[src/rtl/xip_pkg.sv]
// Shared definitions for the XIP line buffer: AXI response codes, controller
// states and the line-offset helper.
package xip_pkg;

  localparam logic [1:0] RESP_OKAY   = 2'b00;
  localparam logic [1:0] RESP_SLVERR = 2'b10;

  typedef enum logic [1:0] {
    IDLE = 2'd0,
    FILL = 2'd1,
    RESP = 2'd2
  } lb_state_t;

  // Bit position of the tag LSB: word-index bits plus the two byte-lane bits.
  function automatic int lb_ofs(input int line_words);
    return $clog2(line_words) + 2;
  endfunction

endpackage

[src/rtl/xip_lb_fill_ctrl.sv]
// Master-side AR/R sequencer that fetches one aligned line, one read at a time.
// With XIP_LB_CWF_EN defined the fill starts at the requested word and wraps.
module xip_lb_fill_ctrl
  import xip_pkg::*;
#(
  parameter int LINE_WORDS = 4,
  parameter int ADDR_W     = 32,
  localparam int OFS       = lb_ofs(LINE_WORDS),
  localparam int IDXW      = OFS - 2,
  localparam int TAGW      = ADDR_W - OFS
) (
  input  logic              clk,
  input  logic              resetn,
  input  logic              i_start,
  input  logic [TAGW-1:0]   i_tag,
  input  logic [IDXW-1:0]   i_first,
  input  logic              i_flush,
  output logic [ADDR_W-1:0] m_araddr_o,
  output logic              m_arvalid_o,
  input  logic              m_arready_i,
  input  logic [1:0]        m_rresp_i,
  input  logic              m_rvalid_i,
  output logic              m_rready_o,
  output logic              o_beat,
  output logic [IDXW-1:0]   o_beat_idx,
  output logic              o_done,
  output logic              o_line_ok,
  output logic              o_resp_err
);

  logic            r_busy;
  logic            r_arvalid;
  logic [TAGW-1:0] r_tag;
  logic [IDXW-1:0] r_idx;
  logic [IDXW-1:0] r_cnt;
  logic            r_err;
  logic            r_flush;
  logic            w_beat;
  logic            w_beat_err;
  logic            w_err_any;
  logic            w_last;

  // R beats are only taken once the matching AR has been accepted.
  assign w_beat     = r_busy && !r_arvalid && m_rvalid_i;
  assign w_beat_err = (m_rresp_i != RESP_OKAY);
  assign w_err_any  = r_err || w_beat_err;
  assign w_last     = (r_cnt == {IDXW{1'b1}});

  assign m_araddr_o  = {r_tag, r_idx, 2'b00};
  assign m_arvalid_o = r_arvalid;
  assign m_rready_o  = r_busy;
  assign o_beat      = w_beat;
  assign o_beat_idx  = r_idx;
  assign o_done      = w_beat && w_last;
  assign o_line_ok   = !w_err_any && !r_flush && !i_flush;
`ifdef XIP_LB_CWF_EN
  assign o_resp_err  = w_beat_err;
`else
  assign o_resp_err  = w_err_any;
`endif

  always_ff @(posedge clk or negedge resetn) begin
    if (!resetn) begin
      r_busy    <= 1'b0;
      r_arvalid <= 1'b0;
      r_tag     <= '0;
      r_idx     <= '0;
      r_cnt     <= '0;
      r_err     <= 1'b0;
      r_flush   <= 1'b0;
    end else if (i_start) begin
      r_busy    <= 1'b1;
      r_arvalid <= 1'b1;
      r_tag     <= i_tag;
      r_idx     <= i_first;
      r_cnt     <= '0;
      r_err     <= 1'b0;
      r_flush   <= 1'b0;
    end else if (r_busy) begin
      if (i_flush) r_flush <= 1'b1;
      if (r_arvalid && m_arready_i) r_arvalid <= 1'b0;
      if (w_beat) begin
        r_err <= w_err_any;
        if (w_last) begin
          r_busy <= 1'b0;
        end else begin
          // Index wraps naturally because LINE_WORDS is a power of two.
          r_cnt     <= r_cnt + 1'b1;
          r_idx     <= r_idx + 1'b1;
          r_arvalid <= 1'b1;
        end
      end
    end
  end

endmodule

[src/rtl/xip_line_buffer.sv]
// Single-line read buffer in front of xip_engine: serves hits locally, fills a
// whole aligned line on a miss. Optional critical-word-first via XIP_LB_CWF_EN.
module xip_line_buffer
  import xip_pkg::*;
#(
  parameter int LINE_WORDS = 4,
  parameter int ADDR_W     = 32
) (
  input  logic              clk,
  input  logic              resetn,
  input  logic [ADDR_W-1:0] s_araddr_i,
  input  logic              s_arvalid_i,
  output logic              s_arready_o,
  output logic [31:0]       s_rdata_o,
  output logic [1:0]        s_rresp_o,
  output logic              s_rvalid_o,
  input  logic              s_rready_i,
  output logic [ADDR_W-1:0] m_araddr_o,
  output logic              m_arvalid_o,
  input  logic              m_arready_i,
  input  logic [31:0]       m_rdata_i,
  input  logic [1:0]        m_rresp_i,
  input  logic              m_rvalid_i,
  output logic              m_rready_o,
  input  logic              flush_i,
  output logic              hit_o,
  output logic              miss_o
);

  localparam int OFS  = lb_ofs(LINE_WORDS);
  localparam int IDXW = OFS - 2;
  localparam int TAGW = ADDR_W - OFS;

  lb_state_t       r_state;
  logic [TAGW-1:0] r_tag;
  logic [TAGW-1:0] r_req_tag;
  logic [IDXW-1:0] r_req_idx;
  logic            r_line_valid;
  logic            r_arready;
  logic            r_rvalid;
  logic [31:0]     r_rdata;
  logic [1:0]      r_rresp;
  logic            r_hit;
  logic            r_miss;
`ifdef XIP_LB_CWF_EN
  logic            r_resp_acc;
`endif
  logic [31:0]     r_buf [LINE_WORDS];

  logic [TAGW-1:0] w_req_tag;
  logic [IDXW-1:0] w_req_idx;
  logic [IDXW-1:0] w_first;
  logic            w_accept;
  logic            w_lookup_hit;
  logic            w_fill_start;
  logic            w_beat;
  logic [IDXW-1:0] w_beat_idx;
  logic            w_done;
  logic            w_line_ok;
  logic            w_resp_err;

  assign w_req_tag    = s_araddr_i[ADDR_W-1:OFS];
  assign w_req_idx    = s_araddr_i[OFS-1:2];
  assign w_accept     = (r_state == IDLE) && r_arready && s_arvalid_i;
  // A same-cycle flush must turn the lookup into a miss.
  assign w_lookup_hit = r_line_valid && !flush_i && (r_tag == w_req_tag);
  assign w_fill_start = w_accept && !w_lookup_hit;
`ifdef XIP_LB_CWF_EN
  assign w_first      = w_req_idx;
`else
  assign w_first      = '0;
`endif

  assign s_arready_o = r_arready;
  assign s_rvalid_o  = r_rvalid;
  assign s_rdata_o   = r_rdata;
  assign s_rresp_o   = r_rresp;
  assign hit_o       = r_hit;
  assign miss_o      = r_miss;

  xip_lb_fill_ctrl #(
    .LINE_WORDS (LINE_WORDS),
    .ADDR_W     (ADDR_W)
  ) u_fill (
    .clk         (clk),
    .resetn      (resetn),
    .i_start     (w_fill_start),
    .i_tag       (w_req_tag),
    .i_first     (w_first),
    .i_flush     (flush_i),
    .m_araddr_o  (m_araddr_o),
    .m_arvalid_o (m_arvalid_o),
    .m_arready_i (m_arready_i),
    .m_rresp_i   (m_rresp_i),
    .m_rvalid_i  (m_rvalid_i),
    .m_rready_o  (m_rready_o),
    .o_beat      (w_beat),
    .o_beat_idx  (w_beat_idx),
    .o_done      (w_done),
    .o_line_ok   (w_line_ok),
    .o_resp_err  (w_resp_err)
  );

  always_ff @(posedge clk) begin
    if (w_beat) r_buf[w_beat_idx] <= m_rdata_i;
  end

  always_ff @(posedge clk or negedge resetn) begin
    if (!resetn) begin
      r_state      <= IDLE;
      r_tag        <= '0;
      r_req_tag    <= '0;
      r_req_idx    <= '0;
      r_line_valid <= 1'b0;
      r_arready    <= 1'b0;
      r_rvalid     <= 1'b0;
      r_rdata      <= '0;
      r_rresp      <= RESP_OKAY;
      r_hit        <= 1'b0;
      r_miss       <= 1'b0;
`ifdef XIP_LB_CWF_EN
      r_resp_acc   <= 1'b0;
`endif
    end else begin
      r_hit  <= 1'b0;
      r_miss <= 1'b0;
      if (flush_i) r_line_valid <= 1'b0;
      case (r_state)
        IDLE: begin
          r_arready <= 1'b1;
          if (w_accept) begin
            r_arready <= 1'b0;
            r_req_tag <= w_req_tag;
            r_req_idx <= w_req_idx;
            if (w_lookup_hit) begin
              r_hit    <= 1'b1;
              r_rvalid <= 1'b1;
              r_rdata  <= r_buf[w_req_idx];
              r_rresp  <= RESP_OKAY;
              r_state  <= RESP;
            end else begin
              r_miss       <= 1'b1;
              r_line_valid <= 1'b0;
              r_state      <= FILL;
`ifdef XIP_LB_CWF_EN
              r_resp_acc   <= 1'b0;
`endif
            end
          end
        end
        FILL: begin
`ifdef XIP_LB_CWF_EN
          // Requested word goes out as soon as it lands; the fill keeps running.
          if (w_beat && (w_beat_idx == r_req_idx)) begin
            r_rvalid <= 1'b1;
            r_rdata  <= m_rdata_i;
            r_rresp  <= w_resp_err ? RESP_SLVERR : RESP_OKAY;
          end
          if (r_rvalid && s_rready_i) begin
            r_rvalid   <= 1'b0;
            r_resp_acc <= 1'b1;
          end
          if (w_done) begin
            r_line_valid <= w_line_ok;
            r_tag        <= r_req_tag;
            if (r_resp_acc || (r_rvalid && s_rready_i)) begin
              r_arready <= 1'b1;
              r_state   <= IDLE;
            end else begin
              r_state   <= RESP;
            end
          end
`else
          if (w_done) begin
            r_line_valid <= w_line_ok;
            r_tag        <= r_req_tag;
            r_rvalid     <= 1'b1;
            // The requested word may be the beat arriving this very cycle.
            r_rdata      <= (w_beat_idx == r_req_idx) ? m_rdata_i : r_buf[r_req_idx];
            r_rresp      <= w_resp_err ? RESP_SLVERR : RESP_OKAY;
            r_state      <= RESP;
          end
`endif
        end
        RESP: begin
          if (s_rready_i) begin
            r_rvalid  <= 1'b0;
            r_arready <= 1'b1;
            r_state   <= IDLE;
          end
        end
        default: r_state <= IDLE;
      endcase
    end
  end

endmodule

[config.mk]
export PLATFORM = sky130hd
export DESIGN_NAME = xip_line_buffer
export DESIGN_NICKNAME = d
export VERILOG_FILES = /design/src/rtl/xip_pkg.sv /design/src/rtl/xip_lb_fill_ctrl.sv /design/src/rtl/xip_line_buffer.sv
export SDC_FILE = /design/constraint.sdc
export NUM_CORES = 1
export LEC_CHECK = 0
export CAP_MARGIN = 10
export CELL_PAD_IN_SITES_DETAIL_PLACEMENT = 2
export CELL_PAD_IN_SITES_GLOBAL_PLACEMENT = 2
export CORE_UTILIZATION = 45
export CTS_CLUSTER_DIAMETER = 80
export CTS_CLUSTER_SIZE = 20
export DETAILED_ROUTE_END_ITERATION = 10
export DONT_BUFFER_PORTS = 1
export PLACE_DENSITY_LB_ADDON = 0.1
export SYNTH_ARGS = -nofsm -noshare
export SYNTH_HDL_FRONTEND = slang
export SYNTH_SLANG_ARGS = --single-unit
[constraint.sdc]
create_clock -name clk -period 4.1 [get_ports clk]
set_input_delay 0.82 -clock clk [delete_from_list [all_inputs] [get_ports clk]]
set_output_delay 0.82 -clock clk [all_outputs]
set_load 0.02 [all_outputs]
Word-level counts from Yosys, hierarchy flattened. Memory sizes are Yosys's and may differ from the RTL's. Cells that the tools add are included.

Bits in registers: 135. RAM bits: 128. Output and inout bits: 72. Memories: 1.

Add/subtract/negate cells: 2. Equality and inequality tests: 10. Muxes and demuxes: 59. Reductions and logical operators: 34.

Memories: r_buf (words 4, width 32, rd ports 2, clocked after Yosys merged registers in 0, wr ports 1, RTL line xip_line_buffer.sv:48) `logic [31:0] r_buf [LINE_WORDS];`.

Operator list (count): 32-bit two-way mux (4); 32-bit one-hot mux with 2 select lines (1); 1-bit two-way mux (33); 2-bit two-way mux (16); 28-bit equality test (1); 2-bit nonzero test (6); 1-bit logical AND (11); 2-bit AND reduction (5); 2-bit != test, second input constant (3); 2-bit one-hot mux with 3 select lines (1); 3-bit AND reduction (2); 1-bit logical NOT (5); 5-bit AND reduction (1); 2-bit by 1-bit adder with 2-bit output, second input constant (2); 2-bit equality test, second input constant (2); 2-bit by 1-bit != test with 1-bit output, second input constant (2); 1-bit one-hot mux with 2 select lines (2); 2-bit one-hot mux with 2 select lines (1); 4-bit AND reduction (1); 1-bit one-hot mux with 3 select lines (1); 3-bit nonzero test (1); 2-bit by 1-bit equality test with 1-bit output, second input constant (1); 2-bit equality test (1); 2-bit logical NOT (1); 1-bit logical OR (1).

Depth between registers and ports, before layout.
Word-level depth: 7. Depth in mapped cells: 9. Gate-level depth less buffers: 7.

Hierarchy. From an unflattened synthesis, not the netlist that was laid out.

Cells, all modules: 865. Area total of the unflattened synthesis: 11608.6 sq um.

Modules (own cells, without submodules): xip_line_buffer (instances 1, cells each 763, area each 10138.5 sq um); xip_lb_fill_ctrl (instances 1, cells each 102, area each 1470.2 sq um).

Least setup slack after synthesis. No wires, ideal clock.

Path type: input to register. Start point: input port s_araddr_i[20]. End point: register u_fill.r_tag[0]. Library setup time: 0.125 ns. Data arrival time: 2.268 ns. Required time: 3.975 ns. Path slack: 1.707 ns. Cell stages on the path: 8. Path buffers: 2. Path through: xor2_1 > nor4_2 > and2_1 > and4_4 > nand2b_4 > buf_12 > buf_12 > mux2_4.

Word-level cells in the longest chain between the ends: 4.

Ends and longest elaborated chain: from (decl) (RTL line xip_line_buffer.sv:11) `input logic [ADDR_W-1:0] s_araddr_i,`; 28-bit equality test (RTL line xip_line_buffer.sv:66) `assign w_lookup_hit = r_line_valid && !flush_i && (r_tag == w_req_tag);`; 1-bit logical AND (RTL line xip_line_buffer.sv:66); 1-bit logical NOT (RTL line xip_line_buffer.sv:67) `assign w_fill_start = w_accept && !w_lookup_hit;`; 1-bit logical AND (RTL line xip_line_buffer.sv:67); to (signal assigned) (RTL line xip_lb_fill_ctrl.sv:74) `r_tag <= i_tag;`; to (decl) (RTL line xip_lb_fill_ctrl.sv:33) `logic [TAGW-1:0] r_tag;`.

Every way passes these cells. A chain may end at the register's enable or synchronous reset.

Worst setup path in the final report.
Start point: register r_state[0]. End point: register r_rdata[12] (netlist: s_rdata_o[12]).

Word-level cells in the longest chain between the ends: 5. Elaborated cells on any way between the ends: 10.

Ends and longest elaborated chain: from (decl) (RTL line xip_line_buffer.sv:34) `lb_state_t r_state;`; from (signal assigned) (RTL line xip_line_buffer.sv:110) `r_state <= IDLE;`; from (signal assigned) (RTL line xip_line_buffer.sv:140) `r_state <= RESP;`; from (signal assigned) (RTL line xip_line_buffer.sv:144) `r_state <= FILL;`; 2-bit logical NOT (RTL line xip_line_buffer.sv:64, xip_line_buffer.sv:128); 1-bit logical AND (2 in a row) (RTL line xip_line_buffer.sv:64) `assign w_accept = (r_state == IDLE) && r_arready && s_arvalid_i;`; 2-bit != test (no source line); 4-bit AND reduction (no source line); to (signal assigned) (RTL line xip_line_buffer.sv:138) `r_rdata <= r_buf[w_req_idx];`; to (signal assigned) (RTL line xip_line_buffer.sv:179) `r_rdata <= (w_beat_idx == r_req_idx) ? m_rdata_i : r_buf[r_req_idx];`; to (decl) (RTL line xip_line_buffer.sv:41) `logic [31:0] r_rdata;`.

Parallel ways exist; a longest one is shown, timed or not.

==> results_dict.tcl <==
set metrics [dict create \
    die_area_mm2 0.0267 \
    end_kind "flop" \
    pin_count 145 \
    power_frac_seq_pct 50.0 \
    clk_latency_ns 0.50 \
    numCtsBuffers 17 \
    worstPathRequired_ns 4.47 \
    finalSetupTns_ns 0 \
    wirelength_mm 28.6 \
    chipHeight_um 163 \
    p_int_w 0.00560 \
    path_max_fanout 20 \
    place_hpwl_mm 17.7 \
    fin_skew_ns 0.0272 \
    start_util_pct 46.2 \
    viasPerCell 5.90 \
    synth_top_family_by_area "multiplexers" \
    diodes 0 \
    layout_commonest_cell "dfrtp_1" \
    async_flop_share_pct 51.1 \
    ys_types 45 \
    r2r-start "r_state[0]$_DFFE_PN0P_" \
    slew_headroom_pct 33.5 \
    synthMuxAreaShare_pct 20.8 \
    ys_seq_area_share_pct 61.5 \
    drt_iter0_drc 317 \
    drv_cap 0 \
    ant_nets 0 \
    syn_avg_cell_area_um2 14.7 \
    rows 58 \
    slew_violations 0 \
    setup_viol 0 \
    portBuffers 0 \
    synth_edf_count 128 \
    power_density_mw_per_mm2 713 \
    swShare_pct 36.9 \
    synthFlopType "dfrtp_1" \
    grt_pass1_vias 7633 \
    final_cell_mix "dfrtp_1, edfxtp_1, nand2_1" \
    synth_cells 797 \
    syn_to_final_growth_pct 6.24 \
    yosys.area_share.xor_xnor_pct 2.39 \
    finalHoldViolCount 0 \
    synth_compound_area_share_pct 5.11 \
    seqCellArea_mm2 0.00720 \
    peakVddDrop_mv 0.372 \
    rsz0062_at_grt "false" \
    vias 6609 \
    root_buffer "clkbuf_16" \
    ys_ff_latch 262 \
    multi_input_comb_area_mm2 0.00406 \
    synth_fa_ha_area_share_pct 0.534 \
    power.share.clock_pct 18.9 \
    hold_path.class "input port to async pin" \
    cts_tree "yes" \
    hold_buffers 1 \
    crit_type "flop to flop" \
    fmaxAchievable_ghz 0.378 \
    chipWidth_um 163 \
    synth_warnings 0 \
    wire_per_inst_um 25.5 \
    routabilityCongestion 0.700 \
    fillers 2340 \
    antenna_found_initial 0 \
    grt_pass1_wl_mm 43.6 \
    grt_use_total_pct 21.6 \
    status "finished clean" \
    final_core_util_pct 49.1 \
    combPwrFrac_pct 31.1 \
    grt.overflow.total 0 \
    route.detailed.drc 0 \
    arrival_ns 3.02 \
    grt_max_degree 123 \
    firstDrtPassIters 4 \
    worst_pin_slew_ns 0.998 \
    drive_gt1_share_pct 17.2 \
    path_clk_slew_ns 0.09 \
    ff2ff_path_depth 6 \
    power.switching_w 0.00327 \
    cts_setup_buffers 0 \
    cts_resized 0 \
    period_share_pct 64.6 \
    fin_crit_ns 2.65 \
    core_area_mm2 0.0253 \
    rr_endpoint "s_rdata_o[12]$_DFFE_PN0P_" \
    clockBufferDepth 3 \
    synthesis.area_mm2 0.0117 \
    synth-simple-area-share_pct 5.64 \
    htree_levels 1 \
    critPathLaunchType "flop" \
    leakage_nw 5.00 \
    r2r_slack_ns 1.45 \
    cts_sinks 262 \
    nNetsFinal 859 \
]
## Yosys cell counts (3+ instances only)
cell	count	share of area (%)
buf_2	14	0.60
mux2_2	30	2.9
xnor2_1	26	1.9
buf_4	3	0.19
buf_12	6	1.0
mux4_2	32	6.2
inv_1	36	1.2
ha_1	5	0.53
buf_1	5	0.16
clkbuf_1	20	0.64
mux2i_1	98	8.4
nor2_1	15	0.48
mux2_4	26	3.3
nand4_1	6	0.32
nor3_1	4	0.17
o221ai_1	32	2.4
and2_1	5	0.27
nand2_1	99	3.2
xor2_1	6	0.45
a22oi_1	33	2.1
nand3_1	4	0.17
a21oi_1	5	0.21
dfrtp_1	134	29
edfxtp_1	128	33
## final cells by class
cell class	count	share of cell area, %
flip-flops and latches	262	57.9
multi-input cells	449	32.7
clock buffers	27	3.80
well taps	330	3.32
inverters	38	1.15
repair buffers	13	1.05
clock inverters	1	0.131
## kinds of logic (layout without fill, tap and decap cells)
group | count (synthesis) | after routing
AND/OR/NAND/NOR | 147 | 147
AO/OA/AOI/OAI | 76 | 76
other | 1 | 3
multiplexers | 186 | 186
flip-flops | 262 | 262
buffers and inverters | 88 | 79
adder cells (fa/ha/maj) | 5 | 5
XOR/XNOR | 32 | 32
## power groups by stage
| stage | sequential (W) | combinational (W) | clock, W |
|---|---|---|---|
| 6_report | 0.00443 | 0.00276 | 0.00168 |
| 5_1_grt | 0.00453 | 0.00303 | 0.00182 |
| 4_1_cts | 0.00445 | 0.00283 | 0.00173 |
| 3_5_place_dp | 0.00449 | 0.00281 | 0 |
| 3_3_place_gp | 0.00444 | 0.00269 | 0 |
| 2_1_floorplan | 0.00431 | 0.00221 | 0 |
## worst max-delay path by stage
stage,depth (start not counted),startpoint,to,slack [ns]
floorplan,8,s_araddr_i[20],u_fill.r_tag[0]$_DFFE_PN0P_,1.71
global placement,6,s_araddr_i[27],u_fill.r_tag[13]$_DFFE_PN0P_,1.22
global route,6,r_state[0]$_DFFE_PN0P_,s_rdata_o[10]$_DFFE_PN0P_,1.27
detailed placement,6,s_araddr_i[7],u_fill.r_tag[13]$_DFFE_PN0P_,1.09
finish,6,r_state[0]$_DFFE_PN0P_,s_rdata_o[12]$_DFFE_PN0P_,1.45
CTS,6,r_state[0]$_DFFE_PN0P_,s_rdata_o[10]$_DFFE_PN0P_,1.41
## state kept, by name (all words and copies together) (netlist names)
signal and count:
r_req_idx 2, s_rresp_o 1, u_fill.r_tag 28, s_rvalid_o 1, s_rdata_o 32, r_state 2, s_arready_o 1, hit_o 1
u_fill.o_beat_idx 2, u_fill.r_flush 1, r_line_valid 1, r_tag 28, u_fill.m_arvalid_o 1, r_req_tag 28, u_fill.m_rready_o 1, r_buf 128
u_fill.r_err 1, u_fill.r_cnt 2, miss_o 1
## metrics by stage
step | hold WS [ns] | power [W] | setup WS, ns | cells | area, um2
2_1_floorplan | 0.440 | 0.00652 | 1.71 | 799 | 11700
3_3_place_gp | 0.451 | 0.00712 | 1.22 | 1088 | 11900
3_5_place_dp | 0.463 | 0.00730 | 1.09 | 1088 | 11900
4_1_cts | 0.00158 | 0.00901 | 1.41 | 1117 | 12400
5_1_grt | 0.00394 | 0.00938 | 1.27 | 1120 | 12400
6_report | 0.0325 | 0.00887 | 1.45 | 1120 | 12400
## worst max-delay path, cell delays in order, from the launching register on
cell and delay (ns):
dfrtp_1 0.46, inv_2 0.10, nor2_1 0.37, nand3_1 0.66, buf_4 0.49, o221ai_1 0.29
mux2i_1 0.12
## routing by layer
metal / wire length [um] / track usage [%] / share of wire (%) / vias to the layer above
met1: 10900 / 25.4 / 38 / 3514
met3: 1710 / 4.37 / 6.0 / 37
met4: 543 / 5.10 / 1.9 / 0
met2: 15400 / 40.1 / 54 / 165
li1: - / - / - / 2893
met5: 0 / 0 / 0 / -
(Power assumes the default switching activity.)
